**config.mk**
```make
export PLATFORM = sky130hd
export DESIGN_NAME = reservation_station
export DESIGN_NICKNAME = d
export VERILOG_FILES = /design/src/rtl/reservation_station_pkg.sv /design/src/rtl/reservation_station_select.sv /design/src/rtl/reservation_station.sv
export SDC_FILE = /design/constraint.sdc
export NUM_CORES = 1
export LEC_CHECK = 0
export BUFFER_PORTS_ARGS = -buffer_cell sky130_fd_sc_hd__buf_4
export CORE_MARGIN = 1.5
export CORE_UTILIZATION = 50
export DETAILED_ROUTE_END_ITERATION = 8
export GPL_ROUTABILITY_DRIVEN = 0
export MAX_ROUTING_LAYER = met4
export PLACE_DENSITY = 0.7
export SLEW_MARGIN = 15
export SYNTH_ARGS = -nofsm -noshare
export SYNTH_HDL_FRONTEND = slang
export SYNTH_SLANG_ARGS = --single-unit
```
**constraint.sdc**
```tcl
create_clock -name clk -period 9.7 [get_ports clk]
set_clock_uncertainty 0.05 [all_clocks]
set_input_delay 1.455 -clock clk [delete_from_list [all_inputs] [get_ports clk]]
set_output_delay 1.455 -clock clk [all_outputs]
set_load 0.02 [all_outputs]
```
**src/rtl/reservation_station_pkg.sv**
```systemverilog
// reservation_station_pkg: shared tag, entry-state and ALU op definitions used by the CU and stations.
// Contents: TAG_W/TAG_NONE tag constants, ent_state_t entry encoding, ALU op codes.
package reservation_station_pkg;
   localparam int TAG_W = 4;
   localparam logic [TAG_W-1:0] TAG_NONE = 4'd0;
   typedef enum logic [1:0] {
      ST_EMPTY   = 2'd0,
      ST_WAITING = 2'd1,
      ST_READY   = 2'd2
   } ent_state_t;
   localparam logic [1:0] OP_ADD = 2'd0;
   localparam logic [1:0] OP_SUB = 2'd1;
   localparam logic [1:0] OP_AND = 2'd2;
   localparam logic [1:0] OP_OR  = 2'd3;
endpackage

```
**src/rtl/reservation_station_select.sv**
```systemverilog
// rs_select: picks the READY entry to dispatch (lowest index, or oldest when RS_OLDEST_FIRST_EN).
// Ports: ready (per-entry READY flags), age (2-bit issue ages, RS_OLDEST_FIRST_EN only),
//        valid (any entry READY), idx (selected entry index).
module rs_select #(
   parameter int DEPTH = 3
) (
   input  logic [DEPTH-1:0]   ready,
`ifdef RS_OLDEST_FIRST_EN
   input  logic [2*DEPTH-1:0] age,
`endif
   output logic               valid,
   output logic [1:0]         idx
);
`ifdef RS_OLDEST_FIRST_EN
   logic [1:0] best;
   logic       found;
   // Occupied entries have distinct ages, so the maximum is unique.
   always_comb begin
      best = '0;
      found = 1'b0;
      idx = '0;
      for (int i = 0; i < DEPTH; i++) begin
         if (ready[i] && (!found || age[2*i+:2] > best)) begin
            found = 1'b1;
            best = age[2*i+:2];
            idx = 2'(i);
         end
      end
   end
`else
   always_comb begin
      idx = '0;
      for (int i = DEPTH - 1; i >= 0; i--) if (ready[i]) idx = 2'(i);
   end
`endif
   assign valid = |ready;
endmodule

```
**src/rtl/reservation_station.sv**
```systemverilog
// reservation_station: Tomasulo reservation station holding DEPTH ops until operands arrive, then dispatching to the ALU.
// Ports: clk, rst (async active-high); issue_* from CU with is_full/issue_tag back; cdb_* broadcast;
//        exec_* dispatch to ALU with alu_ready handshake. Option macro: RS_OLDEST_FIRST_EN (oldest-first dispatch).
module reservation_station
   import reservation_station_pkg::*;
#(
   parameter logic [1:0] STATION_ID = 2'd1,
   parameter int         DEPTH      = 3
) (
   input  logic             clk,
   input  logic             rst,
   input  logic             issue_en,
   input  logic [1:0]       issue_op,
   input  logic [31:0]      issue_vj,
   input  logic [31:0]      issue_vk,
   input  logic [TAG_W-1:0] issue_qj,
   input  logic [TAG_W-1:0] issue_qk,
   input  logic             cdb_valid,
   input  logic [TAG_W-1:0] cdb_tag,
   input  logic [31:0]      cdb_data,
   output logic             is_full,
   output logic [TAG_W-1:0] issue_tag,
   output logic             exec_valid,
   output logic [1:0]       exec_op,
   output logic [31:0]      exec_a,
   output logic [31:0]      exec_b,
   output logic [TAG_W-1:0] exec_tag,
   input  logic             alu_ready
);
   ent_state_t       state [DEPTH];
   logic [1:0]       op    [DEPTH];
   logic [31:0]      vj    [DEPTH];
   logic [31:0]      vk    [DEPTH];
   logic [TAG_W-1:0] qj    [DEPTH];
   logic [TAG_W-1:0] qk    [DEPTH];
   logic [DEPTH-1:0] ready, wj, wk;
   logic             has_free, sel_valid, do_issue, do_disp, hit_j, hit_k;
   logic [1:0]       free_idx, sel_idx;
   logic [TAG_W-1:0] nqj, nqk;
   logic [31:0]      nvj, nvk;
`ifdef RS_OLDEST_FIRST_EN
   // age = number of still-occupied entries issued after this one.
   logic [1:0]       age [DEPTH];
   logic [2*DEPTH-1:0] age_flat;
   always_comb for (int i = 0; i < DEPTH; i++) age_flat[2*i+:2] = age[i];
`endif
   always_comb begin
      has_free = 1'b0;
      free_idx = '0;
      ready = '0;
      wj = '0;
      wk = '0;
      for (int i = DEPTH - 1; i >= 0; i--) begin
         if (state[i] == ST_EMPTY) begin
            has_free = 1'b1;
            free_idx = 2'(i);
         end
         ready[i] = state[i] == ST_READY;
         // Empty entries hold q=0, and tag 0 never matches, so no occupancy gate is needed.
         wj[i] = cdb_valid && cdb_tag != TAG_NONE && qj[i] == cdb_tag;
         wk[i] = cdb_valid && cdb_tag != TAG_NONE && qk[i] == cdb_tag;
      end
   end
   // Same-cycle CDB capture for the operands being issued.
   assign hit_j = cdb_valid && cdb_tag != TAG_NONE && issue_qj == cdb_tag;
   assign hit_k = cdb_valid && cdb_tag != TAG_NONE && issue_qk == cdb_tag;
   assign nqj = hit_j ? TAG_NONE : issue_qj;
   assign nqk = hit_k ? TAG_NONE : issue_qk;
   assign nvj = hit_j ? cdb_data : issue_vj;
   assign nvk = hit_k ? cdb_data : issue_vk;
   rs_select #(.DEPTH(DEPTH)) u_sel (
      .ready(ready),
`ifdef RS_OLDEST_FIRST_EN
      .age(age_flat),
`endif
      .valid(sel_valid),
      .idx(sel_idx)
   );
   assign is_full    = !has_free;
   assign issue_tag  = has_free ? {STATION_ID, free_idx} : TAG_NONE;
   assign do_issue   = issue_en && has_free;
   assign do_disp    = sel_valid && alu_ready;
   assign exec_valid = sel_valid;
   assign exec_op    = sel_valid ? op[sel_idx] : '0;
   assign exec_a     = sel_valid ? vj[sel_idx] : '0;
   assign exec_b     = sel_valid ? vk[sel_idx] : '0;
   assign exec_tag   = sel_valid ? {STATION_ID, sel_idx} : TAG_NONE;
   always_ff @(posedge clk or posedge rst) begin
      if (rst) begin
         for (int i = 0; i < DEPTH; i++) begin
            state[i] <= ST_EMPTY;
            op[i] <= '0;
            vj[i] <= '0;
            vk[i] <= '0;
            qj[i] <= TAG_NONE;
            qk[i] <= TAG_NONE;
`ifdef RS_OLDEST_FIRST_EN
            age[i] <= '0;
`endif
         end
      end else begin
         for (int i = 0; i < DEPTH; i++) begin
            if (do_issue && free_idx == 2'(i)) begin
               state[i] <= (nqj == TAG_NONE && nqk == TAG_NONE) ? ST_READY : ST_WAITING;
               op[i] <= issue_op;
               vj[i] <= nvj;
               vk[i] <= nvk;
               qj[i] <= nqj;
               qk[i] <= nqk;
`ifdef RS_OLDEST_FIRST_EN
               age[i] <= '0;
`endif
            end else if (do_disp && sel_idx == 2'(i)) begin
               state[i] <= ST_EMPTY;
            end else if (state[i] != ST_EMPTY) begin
               if (wj[i]) begin
                  vj[i] <= cdb_data;
                  qj[i] <= TAG_NONE;
               end
               if (wk[i]) begin
                  vk[i] <= cdb_data;
                  qk[i] <= TAG_NONE;
               end
               if (state[i] == ST_WAITING && (wj[i] || qj[i] == TAG_NONE) && (wk[i] || qk[i] == TAG_NONE))
                  state[i] <= ST_READY;
`ifdef RS_OLDEST_FIRST_EN
               age[i] <= age[i] + 2'(do_issue) - 2'(do_disp && age[i] > age[sel_idx]);
`endif
            end
         end
      end
   end
endmodule

```
======== After elaboration in Yosys (flattened, before gate mapping) ========
Index checks and enable logic that the tools add are counted.
word-level totals
  register bits ........................... 228
  input bits .............................. 115
  output and inout port bits .............. 76
operators by class
  mux-type cells .......................... 88
  bitwise logic cells ..................... 1
  eq/ne operators ......................... 21
  reductions and logical operators ........ 73
  $lt $le $gt $ge ......................... 1
operators by type and width
  operator            number
  $mux 32             32
  $bmux 32 s2         2
  $mux 4              26
  $mux 2              22
  $eq 4x4->1          8
  $logic_not 4->1     8
  $logic_and 1x1->1   24
  $reduce_bool 2->1   12
  $reduce_and 3->1    6
  $reduce_bool 3->1   6
  $eq 2x1->1 const B  5
  $eq 2x2->1 const B  5
  $logic_not 2->1     5
  $logic_or 1x1->1    6
  $mux 3              2
  $ne 2x2->1 const B  3
  $reduce_and 2->1    3
  $bmux 2 s2          1
  $reduce_bool 4->1   1
  $ge 3x3->1 const B  1
  $mux 1              3
  $not 2->3           1
  $reduce_or 3->1     1
  $logic_not 1->1     1

======== Logic depth before layout (Yosys ltp) ========
Gate-level depths: netlist (run 1).
  word-level depth ........................ 10
  gate-level depth with buffers ........... 9
  gate-level depth less buffers ........... 5

======== Modules after synthesis ========
A second synthesis (run 1) with hierarchy kept.
unflattened totals
  cells, all modules ...................... 1268
  area, all modules ....................... 12107.9 sq um
modules (own cells, without submodules)
  module               instances  seq. area each (sq um)  area each (sq um)  cells each
  reservation_station  1          5705.5                  12087.8            1265
  rs_select            1          0.0                     20.0               3

======== Worst setup path after synthesis (run 1) ========
No wires, ideal clock.
  path kind ............................... reg-to-output
  from .................................... reg state[2] in the netlist's numbering
  to ...................................... out exec_b[23]
  path slack .............................. 6.288 ns
  path buffers ............................ 3
  arrival ................................. 1.907 ns
  stages on the path, launching flop included .. 8
  cells stage by stage .................... dfrtp_1 nand2b_1 nor2b_1 clkbuf_1 buf_2 buf_2 mux2i_1 a21oi_1
on the way
  word-level cells in the longest chain between the ends .. 8
  elaborated cells between the ends (all ways) .. 9
ends and longest elaborated chain
  element                                     line                              RTL
  start, declared                             reservation_station.sv:30         ent_state_t state [DEPTH];
  start signal, assigned by index             reservation_station.sv:104        state[i] <= (nqj == TAG_NONE && nqk == TAG_NONE) ? ST_READY : ST_WAITING;
  $eq 2x2->1 (*)                              reservation_station.sv:58         ready[i] = state[i] == ST_READY;
  $mux 2 (2 in a row)                         reservation_station_select.sv:33  for (int i = DEPTH - 1; i >= 0; i--) if (ready[i]) idx = 2'(i);
  $not 2->3 (not written as such)             reservation_station.sv:86         assign exec_b = sel_valid ? vk[sel_idx] : '0;
  $bmux 32 s2                                 reservation_station.sv:86
  $mux 32 (not written as such) (2 in a row)  reservation_station.sv:86
  $mux 32 (*)                                 reservation_station.sv:86
  end, declared                               reservation_station.sv:26         output logic [31:0] exec_b,
Every way passes the cells marked *; elsewhere a longest branch is shown, timed or not. The select of a mux whose other input is x is not followed.

======== Worst setup path after layout (run 1) ========
  from .................................... reg state[4] in the netlist's numbering
  to ...................................... out exec_b[19]
on the way
  word-level cells in the longest chain between the ends .. 7
  elaborated cells between the ends (all ways) .. 8
ends and longest elaborated chain
  element                                     line
  $eq 2x2->1 (*)                              reservation_station.sv:58
  $mux 2                                      reservation_station_select.sv:33
  $not 2->3 (not written as such)             reservation_station.sv:86
  $bmux 32 s2                                 reservation_station.sv:86
  $mux 32 (not written as such) (2 in a row)  reservation_station.sv:86
  $mux 32 (*)                                 reservation_station.sv:86
Marks and branches as above.

==> results.txt, run 1 <==
Synthesized area per cell: 10.1 µm². The worst hold path belongs to the class flop to flop. After synthesis, the most frequently instantiated cells are sky130_fd_sc_hd__dfrtp_1 (228), sky130_fd_sc_hd__a21oi_1 (134), sky130_fd_sc_hd__inv_1 (101), sky130_fd_sc_hd__nand2_1 (80), sky130_fd_sc_hd__nor2_1 (77).

Across all register-to-register paths, the minimum setup slack is 6280 ps. The count of hold-fix buffers inserted at cts is 0, and the share of cells above drive strength 1 is 0.262. The clock passes through at most 3 buffers. The launch point of the worst reg-to-reg path is state[4]. By startpoint and endpoint, the worst setup path is classified as flop to output port.

The post-route fraction of the period consumed by the critical path is 0.473. Setup repair after global routing left no endpoint under its margin. The number of clock buffers inserted by TritonCTS is 26, and the pin count of the biggest net entering global routing is 106. STA classifies the critical path startpoint as a flop. For the worst flop-to-flop path, the logic depth is 6. Detailed-routing iteration count for the pre-antenna-repair pass: 7.

Endpoint class of the critical path: an output port. The total of endpoints with negative setup slack in the final report came out at 0. The number of buffers inserted by port buffering came out at 188. For this block, the via count after detailed routing is 10700. The number of remaining DRC errors came out at 0. Endpoint with the worst hold slack: op[1]. Vertical extent of the die: 160 µm. The run gives 0 as the hold violation count in the final report.

The final max-slew violation count was 0. The first global-routing pass estimated 60900 µm of wire. For the post-route antenna net violation count, the log shows 0. The relative slew slack came out at 0.187.

In this run, the number of DRC markers left after iteration 0 of detailed routing was 1058. Along the worst hold path, the cell count comes to 2. The tools report the global route total overflow as 0. Data on the critical path is required at its endpoint by 8200 ps. The average wire per standard cell is 23.1 µm. The effective utilization at floorplan was 0.507; the post-CTS setup buffer count was 0. After synthesis, the netlist uses 58 different library cells.

By area the synthesized netlist is led by sky130_fd_sc_hd__dfrtp_1 (47%), sky130_fd_sc_hd__a21oi_1 (5.5%), sky130_fd_sc_hd__mux2i_1 (5.4%). The filler cells instantiated in the layout total 2062. Setup total negative slack on the finished layout was measured at 0 ps.

Launch point of the critical path: state[4]. The transition time of the tightest slew-check pin works out to 1220 ps. The hold path startpoint is op[1].

The routed design has 39000 µm of wire. The die covers 25500 µm². The endpoint identified for the worst register-to-register timing path is vk[4]. The tools report the count of nets after finishing as 1459.

The core outline area is 24200 µm². The tools report the number of antenna violations at the first check in global routing as 0. After clock tree synthesis, the clock-pin slew on the worst setup and hold paths is 60 ps. Synthesized instance count: 1212. In this run, synthesis inferred 0 flip-flops with an integrated enable.

The clock reaches the later pin of the worst-skew pair after 520 ps. Timing would allow up to 218 MHz. In this run, synthesis produced a sequential element count of 228. The most common flop cell mapped by yosys is sky130_fd_sc_hd__dfrtp_1. TritonCTS built the clock tree. The total track usage is 0.314, and the post-synthesis to final-layout area growth is 19.7%. The per-cell via count in the routed design is 6.34, and the number of top-level pins is 191. After floorplanning, the core was divided into 57 placement rows. The number of global-route vias before repair was 10500; the number of levels in the clock H-tree was 1. The run finished with clean final reports. The tree built by TritonCTS fans out to 228 sinks. The cell at the root of the clock tree was sky130_fd_sc_hd__clkbuf_16. Once the clock tree was built, the resizer swapped 0 gates to a different size. The post-route minimum period is 4590 ps. The number of antenna diodes in the final layout is 0. Detailed placement finished with a half-perimeter wire length of 23300 µm. The run gives 0.000207 V as the highest ir drop seen on vdd. The async set-reset flop share out of synthesis was 1.00. The proportion of netlist area held by the largest area contributor is 0.466.

Final instance count without filler cells: 1687. Number of cells in the design after placement: 1640. The Yosys step of the flow raised 0 warnings.

In the post-synthesis netlist, the cell with the most instances is sky130_fd_sc_hd__dfrtp_1. The logs give 0 for the max-capacitance violation count and 3080 ps for the arrival time at the worst endpoint. Summed over all cells, the static leakage comes to 6.63 nW. In this run the power density over the cells is 372 nW/µm². The mapped netlist covers 12300 µm². The synthesized design spends more area on one cell type than any other, namely sky130_fd_sc_hd__dfrtp_1. The share of synthesized area occupied by flip-flops and latches is 0.466, and the width of the chip is 160 µm. Along the worst path, the maximum fanout reaches 69.
==> worst max path at each step <==
stage / slack, ps / cells after the start / to
6_report: 5110 / 6 / exec_b[19]
3_3_place_gp: 5620 / 7 / vj[16]
3_5_place_dp: 5580 / 7 / vj[15]
5_1_grt: 4970 / 6 / exec_a[25]
4_1_cts: 5150 / 6 / exec_b[19]
2_1_floorplan: 1950 / 1 / op[0]
==> layout make-up <==
type	instances	area, µm²	area share
clock buffers	40	753	0.0514
clock inverters	7	71.3	0.00486
inverters	101	387	0.0264
multi-input cells	777	5770	0.393
flip-flops and latches	228	5710	0.389
well taps	324	405	0.0276
repair buffers	210	1580	0.108
==> worst max-delay path, cell delays in order, from the launching register on <==
cell,delay [ps]
sky130_fd_sc_hd__dfrtp_1,490
sky130_fd_sc_hd__nand2b_1,280
sky130_fd_sc_hd__nand2_4,570
sky130_fd_sc_hd__buf_4,670
sky130_fd_sc_hd__a21oi_1,110
sky130_fd_sc_hd__a21oi_1,220
sky130_fd_sc_hd__buf_4,180
==> registers in the layout, summed over array words and instances (netlist names) <==
signal,flops
vj,96
op,6
vk,96
qj,12
state,6
qk,12
==> where the power goes <==
| part | leakage, nW | internal (mW) | switching [mW] | total (mW) |
|---|---|---|---|---|
| sequential | 2.63 | 1.41 | 0.282 | 1.69 |
| clock | 0.408 | 0.560 | 0.393 | 0.953 |
| combinational | 3.60 | 1.24 | 1.57 | 2.82 |
| total | 6.63 | 3.21 | 2.25 | 5.46 |
==> routing by layer <==
metal / wire [µm] / share of wire / GRT usage
met5: 0 / 0 / -
met2: 18500 / 0.48 / 0.495
met1: 15900 / 0.41 / 0.418
met4: 1070 / 0.027 / 0.0991
met3: 3450 / 0.089 / 0.0490
==> cell families after synthesis <==
kind of cell / after synthesis / synth area share
compound gates: 389 / 0.266
simple gates: 284 / 0.114
flops: 228 / 0.466
buf+inv: 208 / 0.0733
mux: 70 / 0.0576
xor+xnor: 32 / 0.0229
other cells: 1 / 0.000306
==> layout by cell type, fill, tap and decap left out, drive strengths merged, types with 6 or more instances in the layout <==
| cell | instances |
|---|---|
| a221oi | 64 |
| a21oi | 136 |
| a22oi | 32 |
| a22o | 26 |
| a221o | 32 |
| nor2 | 78 |
| buf | 210 |
| o21ai | 7 |
| clkbuf | 40 |
| inv | 101 |
| xnor2 | 28 |
| or3 | 64 |
| o221a | 64 |
| nand2 | 81 |
| and2 | 33 |
| nand4 | 7 |
| clkinv | 6 |
| mux2i | 66 |
| dfrtp | 228 |
==> per-stage QoR <==
step                hold slack (ps)   util  cell area [µm²]  worst slack (ps)  power, mW
detailed placement              421  0.572            13800              5580       4.48
CTS                             436  0.607            14700              5150       5.45
global route                    468  0.607            14700              4970       5.77
global placement                409  0.572            13800              5620       4.43
floorplan                       396      -            12300              1950       3.55
finish                          437  0.607            14700              5110       5.46
(Power assumes the default switching activity.)
==> run 2, diff against run 1 <==
- PLACE_DENSITY: 0.7 -> 0.72
- clock period: 9.7 -> 4.2 ns (I/O delays scaled with it)
==> results.txt, run 2 (synthesis results as in run 1) <==
The per-cell via count in the routed design was 6.31 (was 6.34). The capture point of the worst path is exec_b[31] (was exec_b[19]). Antenna diode count: 0 (unchanged). The transition time of the tightest slew-check pin came out at 1080 ps (was 1220 ps). The terminus of the critical flop-to-flop path is vj[19] (was vk[4]). The number of antenna violations at the first check in global routing was 0 (unchanged); the reg-to-reg setup timing slack was 1070 ps (was 6280 ps).

The number of vias in the routed layout is 10700 (about the same), and the number of filler instances in the final layout is 1973 (was 2062). The count of hold-fix buffers inserted at cts came out at 0 (unchanged). The cell that appears most often on the critical path is sky130_fd_sc_hd__buf_4.

The share of cells above drive strength 1 was 0.269 (was 0.262); the cell depth of the worst setup path was 6 (unchanged). Detailed-routing iteration count for the pre-antenna-repair pass: 5 (was 7). The logs give 3520 ps (was 8200 ps) for the required time of the critical path and 0.000533 V (was 0.000207 V) for the highest ir drop seen on vdd. The tools report the number of global-route vias before repair as 10500 (about the same). The biggest fanout along the worst timing path is 36 (was 69), and the effective utilization at floorplan is 0.507 (unchanged).

The run gives 0 (unchanged) as the post-cts resize count. The total of endpoints with negative setup slack in the final report is 0 (unchanged), and the sink count of the clock tree is 228 (unchanged). The number of remaining DRC errors came out at 0 (unchanged). Biggest registers after layout: vj (96), vk (96) (unchanged). The clock insertion delay at the later pin of the skew report was 530 ps (was 520 ps); the power density over the cells was 863 nW/µm² (was 372 nW/µm²). Area enclosed by the die boundary: 25500 µm² (unchanged).

The post-route fraction of the period consumed by the critical path works out to 0.859. Placed wire-length estimate: 24200 µm (was 23300 µm). The logs give 14000 µm² (was 13800 µm²) for the placement-stage cell area and 0 ps (unchanged) for the summed negative setup slack over all endpoints. The final max-slew violation count is 0 (unchanged).

TritonCTS built the clock tree. The largest stage delay on the critical path works out to 580 ps (was 670 ps). The final worst hold slack was 205 ps (was 437 ps); the post-CTS setup buffer count was 0 (unchanged).

The global route total overflow is 0 (unchanged). The sequential cell area in the final layout came out at 5710 µm² (unchanged). The run gives 57 (unchanged) as the number of cell rows.

The number of buffer and inverter instances along the worst setup path is 2 (unchanged), and the clock transition at the register clock pins on the worst setup and hold paths after CTS is 60 ps (about the same). The run gives 24200 µm² (unchanged) as the core outline area. The logs give 0 (unchanged) for the max-capacitance violation count and 0 (unchanged) for the post-route antenna net violation count. Number of clock buffers inserted by TritonCTS: 26 (unchanged). The run gives 12.8 mW (was 5.46 mW) as the overall power.

The flow ran to the end, and the final reports show no timing, DRC or antenna violations. The critical path launch point type was a flop (unchanged). Setup repair after global routing left no endpoint under its margin. The tools report the launch point of the worst reg-to-reg path as state[4] (unchanged).

The run gives 1 (unchanged) as the number of levels in the clock H-tree. The cell at the root of the clock tree was sky130_fd_sc_hd__clkbuf_16 (unchanged). The post-synthesis to final-layout area growth is 21.3% (was 19.7%).

The number of cells on the worst reg-to-reg path came out at 7 (was 6). Crit path cell chain: nand2b_1, nor2b_4, buf_4, mux2i_1, a21oi_1, buf_4 (was nand2b_1, nand2_4, buf_4, a21oi_1, a21oi_1, buf_4). Cell with the largest stage delay on the worst path: sky130_fd_sc_hd__buf_4 (unchanged). The average wire per standard cell is 22.7 µm (was 23.1 µm). Most common library cell in the layout ignoring fill and taps: sky130_fd_sc_hd__dfrtp_1 (unchanged).

Total track usage: 0.313 (was 0.314). Class of the worst hold path: input pin to async pin (was flop to flop). The final routed wirelength across all metal layers was 38500 µm (was 39000 µm); the width of the chip was 160 µm (unchanged).

The run gives 3 (unchanged) as the clock tree buffer depth. The tools report the count of nets after finishing as 1466 (was 1459). The tools report the endpoint class of the critical path as an output port (unchanged). The violation count after the first detailed-routing iteration was 1408 (was 1058).

The utilization after layout was 0.615 (was 0.607). The tools report the relative slew slack as 0.279 (was 0.187). Post-route minimum period: 3610 ps. The vertical extent of the die was 160 µm (unchanged). The number of buffers inserted by port buffering was 188 (unchanged). The type of the worst setup path is flop to output port (unchanged). The arrival time at the worst endpoint was 2930 ps (was 3080 ps); the hold violation count in the final report was 0 (unchanged). The highest clock frequency the design can meet was 277 MHz; the number of top-level pins was 191 (unchanged). The family of cells with the greatest summed delay on the critical path was buffers and inverters (unchanged). The logs give 14900 µm² (was 14700 µm²) for the area of all placed cells without fillers and 124 (was 106) for the pin count of the biggest net entering global routing.

For the first-pass GRT wire length, the log shows 61300 µm (was 60900 µm). Leading cell types in the layout, fill and taps excluded: sky130_fd_sc_hd__dfrtp_1 (228), sky130_fd_sc_hd__buf_4 (211), sky130_fd_sc_hd__a21oi_1 (134), sky130_fd_sc_hd__inv_1 (100), sky130_fd_sc_hd__nand2_1 (79) (was sky130_fd_sc_hd__dfrtp_1 (228), sky130_fd_sc_hd__buf_4 (210), sky130_fd_sc_hd__a21oi_1 (134), sky130_fd_sc_hd__inv_1 (100), sky130_fd_sc_hd__nand2_1 (79)). The cell leakage power is 6.74 nW (was 6.63 nW). The area taken by multi-input logic gates is 5770 µm² (about the same). The tools report the launch point of the critical path as state[4] (unchanged).
[run 2: cell count changes in the layout (fill, tap and decap cells not counted)]
| cell | before | now |
|---|---|---|
| sky130_fd_sc_hd__buf_16 | 0 | 1 |
| sky130_fd_sc_hd__clkinv_2 | 5 | 7 |
| sky130_fd_sc_hd__inv_8 | 1 | 0 |
| sky130_fd_sc_hd__buf_12 | 0 | 5 |
| sky130_fd_sc_hd__bufinv_16 | 1 | 3 |
| sky130_fd_sc_hd__o21ai_2 | 1 | 0 |
| sky130_fd_sc_hd__clkbuf_16 | 26 | 27 |
| sky130_fd_sc_hd__clkbuf_1 | 9 | 5 |
| sky130_fd_sc_hd__clkinv_8 | 1 | 0 |
| sky130_fd_sc_hd__clkinvlp_4 | 0 | 1 |
| sky130_fd_sc_hd__o21ai_4 | 0 | 1 |
| sky130_fd_sc_hd__buf_4 | 210 | 211 |
[run 2: routing by layer]
| layer | wire length [µm] | GRT usage |
|---|---|---|
| met4 | 1300 | 0.103 |
| met5 | 0 | - |
| met2 | 17700 | 0.474 |
| met3 | 3220 | 0.0565 |
| met1 | 16300 | 0.425 |
[run 2: how the worst min path moves through the flow]
stage                     slack (ps)         start      to
after floorplan                  400         op[0]   op[0]
after global placement           420         op[0]   op[0]
after detailed placement         410         op[1]   op[1]
after CTS                        250  issue_vj[11]  vj[75]
after global routing             260  issue_vj[17]  vj[81]
final                            210           rst   qj[3]
[run 2: cell type report]
class,instances,share of cell area
multi-input combinational,777,0.388
sequential,228,0.384
timing repair buffer,217,0.115
clock buffer,37,0.0513
tap,324,0.0273
inverter,101,0.0258
clock inverter,10,0.00842
[run 2: power breakdown]
part / internal (mW) / leakage (nW) / switching, mW / total [mW]
Combinational: 2.93 / 3.66 / 3.64 / 6.57
Clock: 1.44 / 0.444 / 0.917 / 2.36
Sequential: 3.25 / 2.63 / 0.651 / 3.90
Total: 7.62 / 6.74 / 5.21 / 12.8
[run 2: tightest hold or removal path: stages]
cell and delay (ps):
sky130_fd_sc_hd__buf_4 120, sky130_fd_sc_hd__clkinvlp_4 100, sky130_fd_sc_hd__buf_12 380
[run 2: metrics by stage]
| step | instances | setup slack, ps |
|---|---|---|
| CTS | 1693 | 639 |
| detailed placement | 1646 | 906 |
| global route | 1694 | 530 |
| finish | 1694 | 592 |
| global placement | 1646 | 956 |
| floorplan | 1213 | 540 |
==> run 3, diff against run 2 <==
- ABC_AREA: unset -> 1
==> results.txt, run 3 <==
The run finished with clean final reports. The XOR/XNOR share of the synthesized area works out to 0.00805 (was 0.0229). Leading cell types in the layout, fill and taps excluded: sky130_fd_sc_hd__nand2_1 (691), sky130_fd_sc_hd__dfrtp_1 (228), sky130_fd_sc_hd__inv_1 (221), sky130_fd_sc_hd__nand3_1 (216), sky130_fd_sc_hd__buf_4 (207) (was sky130_fd_sc_hd__dfrtp_1 (228), sky130_fd_sc_hd__buf_4 (211), sky130_fd_sc_hd__a21oi_1 (134), sky130_fd_sc_hd__inv_1 (100), sky130_fd_sc_hd__nand2_1 (79)). The total track usage is 0.325 (was 0.313). The proportion of netlist area held by the largest area contributor came out at 0.404 (was 0.466).

The average wire per standard cell was 18.3 µm (was 22.7 µm); the hold violation count in the final report was 0 (unchanged). Global route total overflow: 0 (unchanged). Topmost layer with routed signal wires: met4 (unchanged). The overall power is 12.8 mW (about the same).

The post-route minimum period was 3590 ps (was 3610 ps). The complex-gate fraction of the synthesized area was 0.119 (was 0.266). For the placement-stage cell area, the log shows 15600 µm² (was 14000 µm²). Most instantiated cells after synthesis: sky130_fd_sc_hd__nand2_1 (694), sky130_fd_sc_hd__dfrtp_1 (228), sky130_fd_sc_hd__inv_1 (223), sky130_fd_sc_hd__nand3_1 (216), sky130_fd_sc_hd__nor2_1 (138) (was sky130_fd_sc_hd__dfrtp_1 (228), sky130_fd_sc_hd__a21oi_1 (134), sky130_fd_sc_hd__inv_1 (101), sky130_fd_sc_hd__nand2_1 (80), sky130_fd_sc_hd__nor2_1 (77)).

The summed negative setup slack over all endpoints is 0 ps (unchanged). The vertical extent of the die works out to 171 µm (was 160 µm). The tools report the post-route worst setup slack as 613 ps (was 592 ps).

TritonCTS built the clock tree. Async set-reset flop share out of synthesis: 1.00 (unchanged). The tools report the effective utilization at floorplan as 0.509 (was 0.507). Setup repair after global routing left no endpoint under its margin. The antenna diode count is 0 (unchanged). The total of endpoints with negative setup slack in the final report is 0 (unchanged), and the area enclosed by the die boundary is 29300 µm² (was 25500 µm²). The number of remaining DRC errors was 0 (unchanged); the count of state elements after synthesis was 228 (unchanged). Placed wire-length estimate: 28300 µm (was 24200 µm).

The number of vias in the routed layout was 14200 (was 10700). The launch point of the critical path was state[3] (was state[4]). The post-route fraction of the period consumed by the critical path was 0.854 (was 0.859). The synthesized instance count came out at 2015 (was 1212). The core outline area is 27800 µm² (was 24200 µm²). The synthesized area per cell is 7.02 µm² (was 10.1 µm²). Biggest registers after layout: vj (96), vk (96) (unchanged). The post-synthesis share of cell area spent on full adders, half adders and majority gates was 0 (unchanged). The tools report the final routed wirelength across all metal layers as 45900 µm (was 38500 µm). The violation count after the first detailed-routing iteration is 1566 (was 1408). Most common flop cell mapped by yosys: sky130_fd_sc_hd__dfrtp_1 (unchanged).

The terminus of the critical flop-to-flop path is vj[56] (was vj[19]). Warning count from the yosys run: 0 (unchanged). The number of cells on the worst reg-to-reg path is 8 (was 7), and the length of routed wiring on met1 is 19000 µm (was 16300 µm). The count of nets after finishing is 2235 (was 1466). The cell with the most instances after synthesis is sky130_fd_sc_hd__nand2_1 (was sky130_fd_sc_hd__dfrtp_1). The critical path launch point type was a flop (unchanged). The number of buffers inserted by port buffering was 188 (unchanged); the cell leakage power was 8.76 nW (was 6.74 nW). For the clock tree buffer depth, the log shows 3 (unchanged). The run gives 0 (unchanged) as the final max-slew violation count. The tools report the endpoint class of the critical path as an output port (unchanged). Dominant combinational cell family by area after synthesis: simple AND/OR/NAND/NOR gates (was compound AO/OA/AOI/OAI gates). Fraction of synthesized area in multiplexers: 0 (was 0.0576). The pin count of the biggest net entering global routing is 122 (was 124). The run gives 0 (unchanged) as the max-capacitance violation count. The post-synthesis to final-layout area growth was 16.1% (was 21.3%). For the number of cell rows, the log shows 61 (was 57).

The tools report the number of global-route vias before repair as 13700 (was 10500). The sink count of the clock tree came out at 228 (unchanged). The cell at the root of the clock tree was sky130_fd_sc_hd__clkbuf_16 (unchanged). The worst slack at placement is 1140 ps (was 906 ps), and the share of cells above drive strength 1 is 0.180 (was 0.269). The post-route antenna net violation count was 0 (unchanged).

The per-cell via count in the routed design is 5.66 (was 6.31). The clock transition at the register clock pins on the worst setup and hold paths after CTS came out at 60 ps (about the same). For the final instance count without filler cells, the log shows 2516 (was 1694).

Relative slew slack: 0.221 (was 0.279). The leading area contributor after synthesis was sky130_fd_sc_hd__dfrtp_1 (unchanged). The class of the worst hold path is input pin to async pin (unchanged).

The arrival time at the worst endpoint is 2910 ps (was 2930 ps). The number of levels in the clock H-tree is 1 (unchanged), and the number of enable-type register cells in the synthesized netlist is 0 (unchanged). The transition time of the tightest slew-check pin was 1170 ps (was 1080 ps).

The run gives 6 (was 5) as the detailed-routing iteration count for the pre-antenna-repair pass. The number of antenna violations at the first check in global routing was 0 (unchanged). Capture point of the worst path: exec_b[16] (was exec_b[31]). The number of unique standard cell types used by synthesis is 33 (was 58), and the required time of the critical path is 3520 ps (about the same). The type of the worst setup path was flop to output port (unchanged). The tools report the post-cts resize count as 0 (unchanged). The power density over the cells was 782 nW/µm² (was 863 nW/µm²); the count of hold-fix buffers inserted at cts was 0 (unchanged). The share of synthesized area occupied by flip-flops and latches is 0.404 (was 0.466). The clock insertion delay at the later pin of the skew report is 530 ps (about the same), and the width of the chip is 171 µm (was 160 µm). The tools report the sum of met2 wire segment lengths after detailed routing as 21100 µm (was 17700 µm). Simple-gate share of the synthesized area: 0.351 (was 0.114). The number of clock buffers inserted by TritonCTS was 27 (was 26).

The run gives 0.000377 V (was 0.000533 V) as the highest ir drop seen on vdd. For the number of top-level pins, the log shows 191 (unchanged). Most common library cell in the layout ignoring fill and taps: sky130_fd_sc_hd__nand2_1 (was sky130_fd_sc_hd__dfrtp_1). The reg-to-reg setup timing slack came out at 1030 ps (was 1070 ps). The run gives 0 (unchanged) as the post-CTS setup buffer count.

For the number of cells in the design after placement, the log shows 2469 (was 1646). Post-synthesis instance area: 14100 µm² (was 12300 µm²). The biggest fanout along the worst timing path came out at 46 (was 36). For the total met3 wirelength after detailed routing, the log shows 4120 µm (was 3220 µm). The tools report the launch point of the worst reg-to-reg path as state[3] (was state[4]). The first-pass GRT wire length was 72000 µm (was 61300 µm). The run gives 16400 µm² (was 14900 µm²) as the area of all placed cells without fillers. Top cells by area in the synthesized netlist: sky130_fd_sc_hd__dfrtp_1 (40%), sky130_fd_sc_hd__nand2_1 (18%), sky130_fd_sc_hd__nand3_1 (7.6%) (was sky130_fd_sc_hd__dfrtp_1 (47%), sky130_fd_sc_hd__a21oi_1 (5.5%), sky130_fd_sc_hd__mux2i_1 (5.4%)).

The tools report the highest clock frequency the design can meet as 279 MHz (was 277 MHz).
## run 3: changes by cell type after synthesis, moves of 64 or more
cell and delta:
sky130_fd_sc_hd__nand2_1 +614, sky130_fd_sc_hd__nand3_1 +216, sky130_fd_sc_hd__a21oi_1 -133, sky130_fd_sc_hd__inv_1 +122, sky130_fd_sc_hd__o211ai_1 +95, sky130_fd_sc_hd__mux2i_1 -66
sky130_fd_sc_hd__or3_1 -64
## run 3: how the worst min path moves through the flow
stage / to / slack (ps)
5_1_grt: vj[87] / 290
3_3_place_gp: vk[36] / 410
3_5_place_dp: vk[37] / 420
6_report: vj[87] / 190
4_1_cts: vj[87] / 260
2_1_floorplan: vj[63] / 400
## run 3: cell families after synthesis
group,count (synthesis)
buf+inv,376
other cells,1
compound gates,254
xor+xnor,13
simple gates,1143
flops,228
## run 3: through the flow
stage | utilization | hold slack (ps)
finish | 0.591 | 195
global route | 0.591 | 290
CTS | 0.591 | 263
detailed placement | 0.560 | 419
global placement | 0.560 | 415
floorplan | - | 402
## run 3: routing by layer
metal	track usage	up-vias
met2	0.502	761
li1	-	6633
met3	0.0532	114
met5	-	-
met4	0.126	0
met1	0.429	6725
## run 3: critical path, cell delays in order, from the launching register on
cell and delay, ps:
sky130_fd_sc_hd__dfrtp_1 410, sky130_fd_sc_hd__nand2_1 150, sky130_fd_sc_hd__nand2_2 210, sky130_fd_sc_hd__inv_2 150, sky130_fd_sc_hd__nand3_4 500, sky130_fd_sc_hd__buf_12 410, sky130_fd_sc_hd__nand3_1 200, sky130_fd_sc_hd__o211ai_1 110
sky130_fd_sc_hd__inv_1 70, sky130_fd_sc_hd__buf_4 130
## run 3: area by class of cell
| class | count | area [µm²] |
|---|---|---|
| Fill cell | 2690 | 11400 |
| Sequential cell | 228 | 5710 |
| Clock buffer | 36 | 759 |
| Tap cell | 378 | 473 |
| Inverter | 239 | 907 |
| Multi-Input combinational cell | 1412 | 6820 |
| Clock inverter | 11 | 88.8 |
| Timing Repair Buffer | 212 | 1650 |
## run 3: power breakdown
group	switching, mW	internal, mW	leakage, nW
clock network	0.959	1.32	0.420
registers	0.604	3.24	2.80
logic	4.29	2.41	5.54
total	5.85	6.97	8.76
